$ cat config.mk
export PLATFORM = sky130hd
export DESIGN_NAME = alu_sequencer
export DESIGN_NICKNAME = d
export VERILOG_FILES = /design/src/rtl/alu_pkg.sv /design/src/rtl/sync_fifo.sv /design/src/rtl/alu_sequencer.sv
export SDC_FILE = /design/constraint.sdc
export NUM_CORES = 1
export LEC_CHECK = 0
export ABC_AREA = 1
export BUFFER_PORTS_ARGS = -buffer_cell sky130_fd_sc_hd__buf_2
export CAP_MARGIN = 10
export CORE_MARGIN = 10
export CORE_UTILIZATION = 50
export CTS_BUF_LIST = sky130_fd_sc_hd__clkbuf_16
export CTS_CLUSTER_DIAMETER = 50
export DETAILED_ROUTE_END_ITERATION = 8
export PLACE_DENSITY_LB_ADDON = 0.12
export SLEW_MARGIN = 20
export SYNTH_ARGS = -nofsm -noshare
export SYNTH_HDL_FRONTEND = slang
export SYNTH_SLANG_ARGS = --single-unit
$ cat constraint.sdc
create_clock -name clk -period 5.7 [get_ports clk]
set_clock_uncertainty 0.05 [all_clocks]
set_input_delay 1.14 -clock clk [delete_from_list [all_inputs] [get_ports clk]]
set_output_delay 1.14 -clock clk [all_outputs]
set_load 0.02 [all_outputs]
$ cat src/rtl/alu_pkg.sv
// Shared types and constants for the alu and the blocks that feed it.
package alu_pkg;

  typedef enum logic [2:0] {
    ALU_AND = 3'd0,
    ALU_OR  = 3'd1,
    ALU_NOT = 3'd2,
    ALU_ADD = 3'd3,
    ALU_SUB = 3'd4,
    ALU_SHL = 3'd5,
    ALU_SHR = 3'd6
  } aluop_t;

  localparam logic [2:0] ALU_OP_ILLEGAL = 3'd7;
  localparam int         ALU_LAT        = 2;
  localparam int         RESP_ID_W      = 4;

  typedef struct packed {
    logic [31:0]          f;
    logic [RESP_ID_W-1:0] id;
    logic                 err;
  } resp_t;

  // The illegal opcode still occupies an alu slot so ordering is kept; send a harmless and.
  function automatic aluop_t issue_op(input logic [2:0] op);
    if (op == ALU_OP_ILLEGAL) begin
      return ALU_AND;
    end else begin
      return aluop_t'(op);
    end
  endfunction

endpackage

$ cat src/rtl/sync_fifo.sv
// Synchronous FIFO with registered head, full/empty flags; writes while full are dropped
// unless a read happens in the same cycle.
module sync_fifo #(
  parameter int WIDTH = 8,
  parameter int DEPTH = 8
) (
  input  logic             clk,
  input  logic             rst,
  input  logic             wr_en,
  input  logic [WIDTH-1:0] wr_data,
  input  logic             rd_en,
  output logic [WIDTH-1:0] rd_data,
  output logic             full,
  output logic             empty
);

  localparam int               PTR_W = (DEPTH > 1) ? $clog2(DEPTH) : 1;
  localparam int               CNT_W = $clog2(DEPTH + 1);
  localparam logic [PTR_W-1:0] LAST  = PTR_W'(DEPTH - 1);

  logic [WIDTH-1:0] mem_r [DEPTH];
  logic [PTR_W-1:0] wr_ptr_r, rd_ptr_r;
  logic [CNT_W-1:0] count_r, count_s;
  logic             do_rd_s, do_wr_s;

  function automatic logic [PTR_W-1:0] bump(input logic [PTR_W-1:0] p);
    return (p == LAST) ? {PTR_W{1'b0}} : p + PTR_W'(1);
  endfunction

  assign do_rd_s = rd_en && !empty;
  assign do_wr_s = wr_en && (!full || do_rd_s);
  assign rd_data = mem_r[rd_ptr_r];

  // Next occupancy from this cycle's read/write.
  always_comb begin
    count_s = count_r;
    case ({do_wr_s, do_rd_s})
      2'b10:   count_s = count_r + CNT_W'(1);
      2'b01:   count_s = count_r - CNT_W'(1);
      default: count_s = count_r;
    endcase
  end

  // Pointers, occupancy and flags.
  always_ff @(posedge clk) begin
    if (rst) begin
      wr_ptr_r <= '0;
      rd_ptr_r <= '0;
      count_r  <= '0;
      full     <= 1'b0;
      empty    <= 1'b1;
    end else begin
      if (do_wr_s) wr_ptr_r <= bump(wr_ptr_r);
      if (do_rd_s) rd_ptr_r <= bump(rd_ptr_r);
      count_r <= count_s;
      full    <= (count_s == CNT_W'(DEPTH));
      empty   <= (count_s == CNT_W'(0));
    end
  end

  // Storage array.
  always_ff @(posedge clk) begin
    if (do_wr_s) mem_r[wr_ptr_r] <= wr_data;
  end

endmodule

$ cat src/rtl/alu_sequencer.sv
// Issue/collect stage for the 2-cycle alu: credit-gated accept, tag pipe aligned with the
// alu latency, and an in-order result FIFO toward the consumer.
module alu_sequencer
  import alu_pkg::*;
#(
  parameter int DEPTH = 8,
  parameter int ID_W  = 4
) (
  input  logic            clk,
  input  logic            rst,
  input  logic            req_valid,
  output logic            req_ready,
  input  logic [2:0]      req_op,
  input  logic [31:0]     req_a,
  input  logic [31:0]     req_b,
  input  logic [ID_W-1:0] req_id,
  output logic [2:0]      alu_aluop,
  output logic [31:0]     alu_a,
  output logic [31:0]     alu_b,
  output logic            alu_valid_i,
  input  logic [31:0]     alu_f,
  input  logic            alu_valid_o,
  output logic            resp_valid,
  input  logic            resp_ready,
  output logic [31:0]     resp_f,
  output logic [ID_W-1:0] resp_id,
  output logic            resp_err,
  output logic            proto_err
);

  localparam int CNT_W = $clog2(DEPTH + 1);
  localparam int FW    = 32 + ID_W + 1;

  typedef struct packed {
    logic            v;
    logic [ID_W-1:0] id;
    logic            err;
  } tag_t;

  tag_t             tag0_r, tag1_r, tag2_r;
  logic [CNT_W-1:0] credit_r;
  logic [1:0]       drain_r;
  logic             issue_v_r;
  logic             drain_s, accept_s, pop_s, collect_s, rd_s, overflow_s;
  logic [FW-1:0]    fifo_wdata_s, fifo_rdata_s;
  logic             fifo_full_s, fifo_empty_s;

  assign drain_s      = (drain_r != 2'd0);
  assign req_ready    = !rst && !drain_s && (credit_r < CNT_W'(DEPTH));
  assign accept_s     = req_valid && req_ready;
  assign pop_s        = resp_valid && resp_ready;
  assign alu_valid_i  = issue_v_r && !rst;
  assign collect_s    = alu_valid_o && tag2_r.v && !drain_s && !rst;
  assign rd_s         = resp_ready && !fifo_empty_s;
  assign overflow_s   = collect_s && fifo_full_s && !rd_s;
  assign fifo_wdata_s = {(tag2_r.err ? 32'd0 : alu_f), tag2_r.id, tag2_r.err};
  assign resp_valid   = !fifo_empty_s;
  assign {resp_f, resp_id, resp_err} = fifo_rdata_s;

  // The alu pipe has no reset; ignore its outputs for ALU_LAT cycles after reset.
  always_ff @(posedge clk) begin
    if (rst) begin
      drain_r <= 2'(ALU_LAT);
    end else if (drain_s) begin
      drain_r <= drain_r - 2'd1;
    end else begin
      drain_r <= drain_r;
    end
  end

  // Credit = ops accepted but not yet handed to the consumer.
  always_ff @(posedge clk) begin
    if (rst) begin
      credit_r <= '0;
    end else begin
      case ({accept_s, pop_s})
        2'b10:   credit_r <= credit_r + CNT_W'(1);
        2'b01:   credit_r <= credit_r - CNT_W'(1);
        default: credit_r <= credit_r;
      endcase
    end
  end

  // Issue registers driving the alu inputs.
  always_ff @(posedge clk) begin
    if (rst) begin
      issue_v_r <= 1'b0;
      alu_aluop <= 3'd0;
      alu_a     <= 32'd0;
      alu_b     <= 32'd0;
    end else begin
      issue_v_r <= accept_s;
      if (accept_s) begin
        alu_aluop <= issue_op(req_op);
        alu_a     <= req_a;
        alu_b     <= req_b;
      end
    end
  end

  // Tag pipe: stage 2 lines up with alu_valid_o.
  always_ff @(posedge clk) begin
    if (rst) begin
      tag0_r <= '0;
      tag1_r <= '0;
      tag2_r <= '0;
    end else begin
      tag0_r <= '{v: accept_s, id: req_id, err: (req_op == ALU_OP_ILLEGAL)};
      tag1_r <= tag0_r;
      tag2_r <= tag1_r;
    end
  end

  // Sticky protocol error: stray/missing alu result or overflowing write.
  always_ff @(posedge clk) begin
    if (rst) begin
      proto_err <= 1'b0;
    end else if (!drain_s && ((alu_valid_o != tag2_r.v) || overflow_s)) begin
      proto_err <= 1'b1;
    end else begin
      proto_err <= proto_err;
    end
  end

  sync_fifo #(
    .WIDTH (FW),
    .DEPTH (DEPTH)
  ) u_fifo (
    .clk     (clk),
    .rst     (rst),
    .wr_en   (collect_s),
    .wr_data (fifo_wdata_s),
    .rd_en   (resp_ready),
    .rd_data (fifo_rdata_s),
    .full    (fifo_full_s),
    .empty   (fifo_empty_s)
  );

endmodule

* After elaboration in Yosys (flattened, before gate mapping)
Memories as Yosys holds them, arrays and structs flattened. A register that Yosys moved wholly into a read port is not among the register bits.
Cells that the tools add are included.
** Word-level totals
- Bits of input ports :: 108
- Memories :: 1
- Word-level logic and storage cells :: 70
- RAM bits :: 296
- Flip-flop bits (word level) :: 104
- Output and inout bits :: 108
** Memory list
- u_fifo.mem_r :: depth 8, bits a word 37, rd ports 1, clocked after Yosys merged registers in 1, wr ports 1, line sync_fifo.sv:21 : logic [WIDTH-1:0] mem_r [DEPTH];
** Cells by class
- $add $sub $neg :: 7
- Magnitude comparators :: 1
- Equal/unequal tests :: 9
- Multiplexer cells :: 10
- Reduce and logical (&&, ||, !) cells :: 22
** Operator list (count)
- 2-to-1 mux 32 bit :: 1
- case mux 4 bit (2 select lines) :: 2
- 2-to-1 mux 3 bit :: 5
- logical AND 1 bit :: 12
- == test 3 bit, second input constant :: 3
- adder 4 x 1 -> 4 bit, second input constant :: 2
- subtractor 4 x 1 -> 4 bit, second input constant :: 2
- adder 3 x 1 -> 3 bit, second input constant :: 2
- logical NOT 1 bit :: 5
- == test 2 x 1 -> 1 bit, second input constant :: 2
- == test 2 bit, second input constant :: 2
- == test 4 bit, second input constant :: 1
- logical NOT 4 bit :: 1
- < comparator 4 bit, second input constant :: 1
- nonzero test 2 bit :: 2
- logical OR 1 bit :: 2
- 2-to-1 mux 1 bit :: 2
- subtractor 2 x 1 -> 2 bit, second input constant :: 1
- inequality test 1 bit :: 1

* Depth between registers and ports, before layout
- Depth in word-level cells :: 8
- Mapped depth :: 17
- Mapped depth without buffers :: 17

* Cells and area by module
Synthesis repeated with hierarchy kept, for this count alone.
** Second synthesis, totals
- Cells, all modules :: 1414
- Area total of the unflattened synthesis :: 15747.6 um^2
** Modules (own cells, without submodules)
- sync_fifo :: sequential area each 9188.8 um^2, instances 1, cells an instance 938, area an instance 12196.7 um^2
- alu_sequencer :: sequential area each 1841.8 um^2, instances 1, cells an instance 476, area an instance 3550.9 um^2

* Worst setup path after synthesis
No wires, ideal clock.
- Path type :: input-to-reg
- Start :: input alu_valid_o
- End :: memory u_fifo.mem_r[5][0] in the netlist's numbering, enable pin
- Stages on the path :: 7
- Required time :: 5.173 ns
- Library setup time :: 0.477 ns
- Buffers on the path :: 0
- Data arrival time :: 4.331 ns
- Path slack :: 0.842 ns
- Cell sequence :: ha_1 nand2_1 nor2_1 nand2_1 nor2_1 inv_1 nor3_1
** On the way
- Word-level cells in the longest chain between the ends :: 6
** Ends and longest elaborated chain
- start: declaration :: line alu_sequencer.sv:22 : input logic alu_valid_o,
- logical AND 1 bit (3 in a row) :: line alu_sequencer.sv:53 : assign collect_s = alu_valid_o && tag2_r.v && !drain_s && !rst;
- logical AND 1 bit :: line sync_fifo.sv:31 : assign do_wr_s = wr_en && (!full || do_rd_s);
- 2-to-1 mux 1 bit :: line sync_fifo.sv:63 : if (do_wr_s) mem_r[wr_ptr_r] <= wr_data;
- 2-to-1 mux 1 bit (implied by the code) :: line sync_fifo.sv:63
- end: declaration :: line sync_fifo.sv:21
No other way between the ends.

==> impl_results.md <==
* Critical Path RT at 4.51 ns
* Status: finished, final reports clean
* Endpoint, Worst Hold: fifo_wdata_s[0]$_SDFF_PP0_
* Port bufs at 215
* Clock group share of total power at 0.373
* Routed met3 length at 3.45 mm
* CTS HTree Levels at 2
* DR pass1 iterations at 5
* Post-synthesis compound-gate area fraction at 0.0959
* Switching share of power at 0.261
* Grt ovf at 0
* XOR/XNOR share of the synthesized area at 0.00224
* R2r endpoint: u_fifo.mem_r[3][9]$_DFFE_PP_
* Largest family of logic cells by synthesized area: simple AND/OR/NAND/NOR gates
* Final ANT Viol Nets at 0
* Layout cells sized above 1 at 0.190
* TritonCTS clock tree: done
* Number of global-route vias before repair at 10500
* # IOs at 216
* Die W at 197 µm
* Total of warnings raised by yosys at 0
* RR Startpoint: drain_r[0]$_SDFFE_PP0P_
* Fin worst setup slack at 1.47 ns
* Placed insts at 1943
* DR top layer: met5
* Max Cap Viol at 0
* Post-synthesis simple-gate area fraction at 0.141
* Mean Syn Cell Area at 11.2 µm²
* Top-area cell type share of the netlist area at 0.568
* Critical path class: reg -> out
* Setup TNS at 0 ns
* Total power at 6.73 mW
* Clk buf depth at 3
* Dominant delay contributor by cell family on the critical path: buffers and inverters
* Final worst path period need at 4.23 ns
* Slowest stage delay, CP at 0.78 ns
* Top FF cell, synth: edfxtp_1
* Internal at 4.97 mW
* Post-synthesis async set-or-reset flop share at 0
* Vias at 10700
* Gp weighted congestion at 0.780
* Worst-path clk slew at 0.06 ns
* Antenna violations before repair at 4
* LEAKAGE at 7.15 nW
* Power per cell area at 368 nW/µm²
* Library cells used by synthesis at 30
* Worst path slowest cell: inv_4
* Initial core utilization at 0.509
* Synth Register Bits at 403
* GRT Resource Usage Total at 0.181
* Final core occ at 0.595
* HP Class: reg -> reg
* Cts hold-fix bufs at 0
* Adder-cell share of the synthesized area at 0.0109
* Rows at 64
* Hold Vio Cnt, Final at 0
* Post-DP HPWL at 21.8 mm
* Clock Latency Late Sink at 0.52 ns
* Vias/cell at 5.28
* Die area at 38700 µm²
* Seq pwr share at 0.494
* Multiplexer share of the synthesized area at 0
* Setup Buffers After CTS at 0
* Post-synth net total at 1521
* Hold path start: tag1_r[0]$_SDFF_PP0_
* Starting DRT DRC Count at 723
* Diode count at 0
* RSZ-0062 raised after global routing: false
* Num CTS Buffers at 42
* Syn-to-layout area delta at 17.0%
* Detail Route met2 WL at 16.8 mm
* Crit path top cell by count: nand2_1
* WP data arrival at 3.04 ns
* Synth area leader: edfxtp_1
* Combinational power share at 0.133
* Mapped Area at 15600 µm²
* Metal-1 WL at 15.1 mm
* Crit path buffers/inverters at 3
* Fmax at 237 MHz
* Post-Place Setup Slack at 1.62 ns
* Worst Reg-to-Reg Cells at 9
* Count of flip-flops with a built-in enable after synthesis at 296
* Most common cell in the synthesized netlist: nor2_1
* Crit path capture type: output pin
* Worst reg2reg setup slack at 2.84 ns
* CORE AREA at 30700 µm²
* Worst slew pin tran at 1.05 ns
* Avg WL per Cell at 17.9 µm
* Nets at 1713
* Top cells by area, synth: edfxtp_1 (57%), dfxtp_1 (14%), nor2_1 (10%)
* CP Launch Type: flop
* Worst vdd ir at 0.264 mV
* Drt total wl at 36.1 mm
* Critical-path cell list: inv_4, buf_12, nor2_1, o32ai_1, nand2_1, nand2_1, buf_2
* Final setup vio count at 0
* DRC viols at 0
* Post-CTS sizing at 0
* Largest net degree at the start of global routing at 113
* Final Cycle Share at 0.742
* Sequential fraction of the synthesis area at 0.705
* Layout Cells excl Fill at 2016
* Die Ht at 197 µm
* Worst-path maximum fanout at 85
* Root Driver: clkbuf_16
* Clock net sink count at 403
* Final slew viol count at 0
* First-pass GRT wire length at 56.6 mm
* Switching power at 1.75 mW
* Worst slew margin at 0.300
* Worst hold stages at 2
* Post-Syn Instances at 1400
* Commonest cells in the netlist: nor2_1 (423), edfxtp_1 (296), o21ai_0 (145)
## stage by stage
stage          instance area [µm²]  hold WS [ns]
2_1_floorplan                15600         0.338
3_3_place_gp                 17000         0.336
3_5_place_dp                 17000         0.336
4_1_cts                      18300         0.349
5_1_grt                      18300         0.373
6_report                     18300         0.346
## layout by cell type, fill, tap and decap left out, drive strengths merged
cell type | synthesis | routed
a21oi | 12 | 12
a22oi | 1 | 1
a31oi | 1 | 1
buf | 38 | 231
bufinv | 0 | 2
clkbuf | 45 | 43
clkinv | 0 | 16
clkinvlp | 0 | 1
dfxtp | 107 | 107
edfxtp | 296 | 296
fa | 1 | 1
ha | 12 | 12
inv | 75 | 85
nand2 | 140 | 140
nand2b | 1 | 1
nand3 | 11 | 11
nand3b | 1 | 1
nor2 | 424 | 424
nor3 | 3 | 3
o211a | 2 | 2
o21a | 1 | 1
o21ai | 150 | 150
o32ai | 74 | 74
or2 | 1 | 1
xnor2 | 4 | 4
## routing by layer
layer  track usage  up-vias
met2         0.294      330
li1              -     5204
met3        0.0668       59
met1         0.225     5052
met4        0.0459        8
met5             0        -
## logic make-up after synthesis
| kind of cell | after synthesis |
|---|---|
| and+or+nand+nor | 581 |
| DFF | 403 |
| AOI/OAI and AO/OA | 241 |
| buffers and inverters | 158 |
| adders and majority gates | 13 |
| xor gates and xnor gates | 4 |
## sequential cells by signal (all words and copies together) (netlist names), 4 cells and up, named ones only
signal and count:
fifo_wdata_s 5, credit_r 4, u_fifo.count_r 4, tag0_r 6
alu_a 32, u_fifo.mem_r 296, tag1_r 6, alu_b 32
## cell type report
type	count	area [µm²]
Multi-Input combinational cell	839	3980
Timing Repair Buffer	231	1230
Tap cell	396	495
Inverter	75	285
Clock inverter	29	185
Fill cell	2570	12500
Sequential cell	403	11000
Clock buffer	43	1080
## worst min-delay path, delay by kind of cell (launching register included)
family	cells	cell delay, ns
flip-flops	1	0.29
buffers and inverters	1	0.04
AND/OR/NAND/NOR	1	0.03
## how the worst max path moves through the flow
stage	start	cells past startpoint	end	slack, ns
floorplan	alu_valid_o	7	u_fifo.mem_r[5][0]$_DFFE_PP_	0.84
global placement	rst	12	credit_r[3]$_SDFFE_PP0P_	1.69
detailed placement	rst	12	credit_r[3]$_SDFFE_PP0P_	1.62
CTS	flop	7	resp_f[29]	1.37
global route	flop	7	resp_f[20]	1.14
finish	flop	7	resp_f[29]	1.47
## power by group through the flow
stage	clock network (mW)	logic (mW)	registers, mW
2_1_floorplan	0	0.582	3.40
3_3_place_gp	0	0.900	3.38
3_5_place_dp	0	0.910	3.38
4_1_cts	2.56	0.913	3.32
5_1_grt	2.69	1.01	3.33
6_report	2.51	0.895	3.32
(Power assumes the default switching activity.)
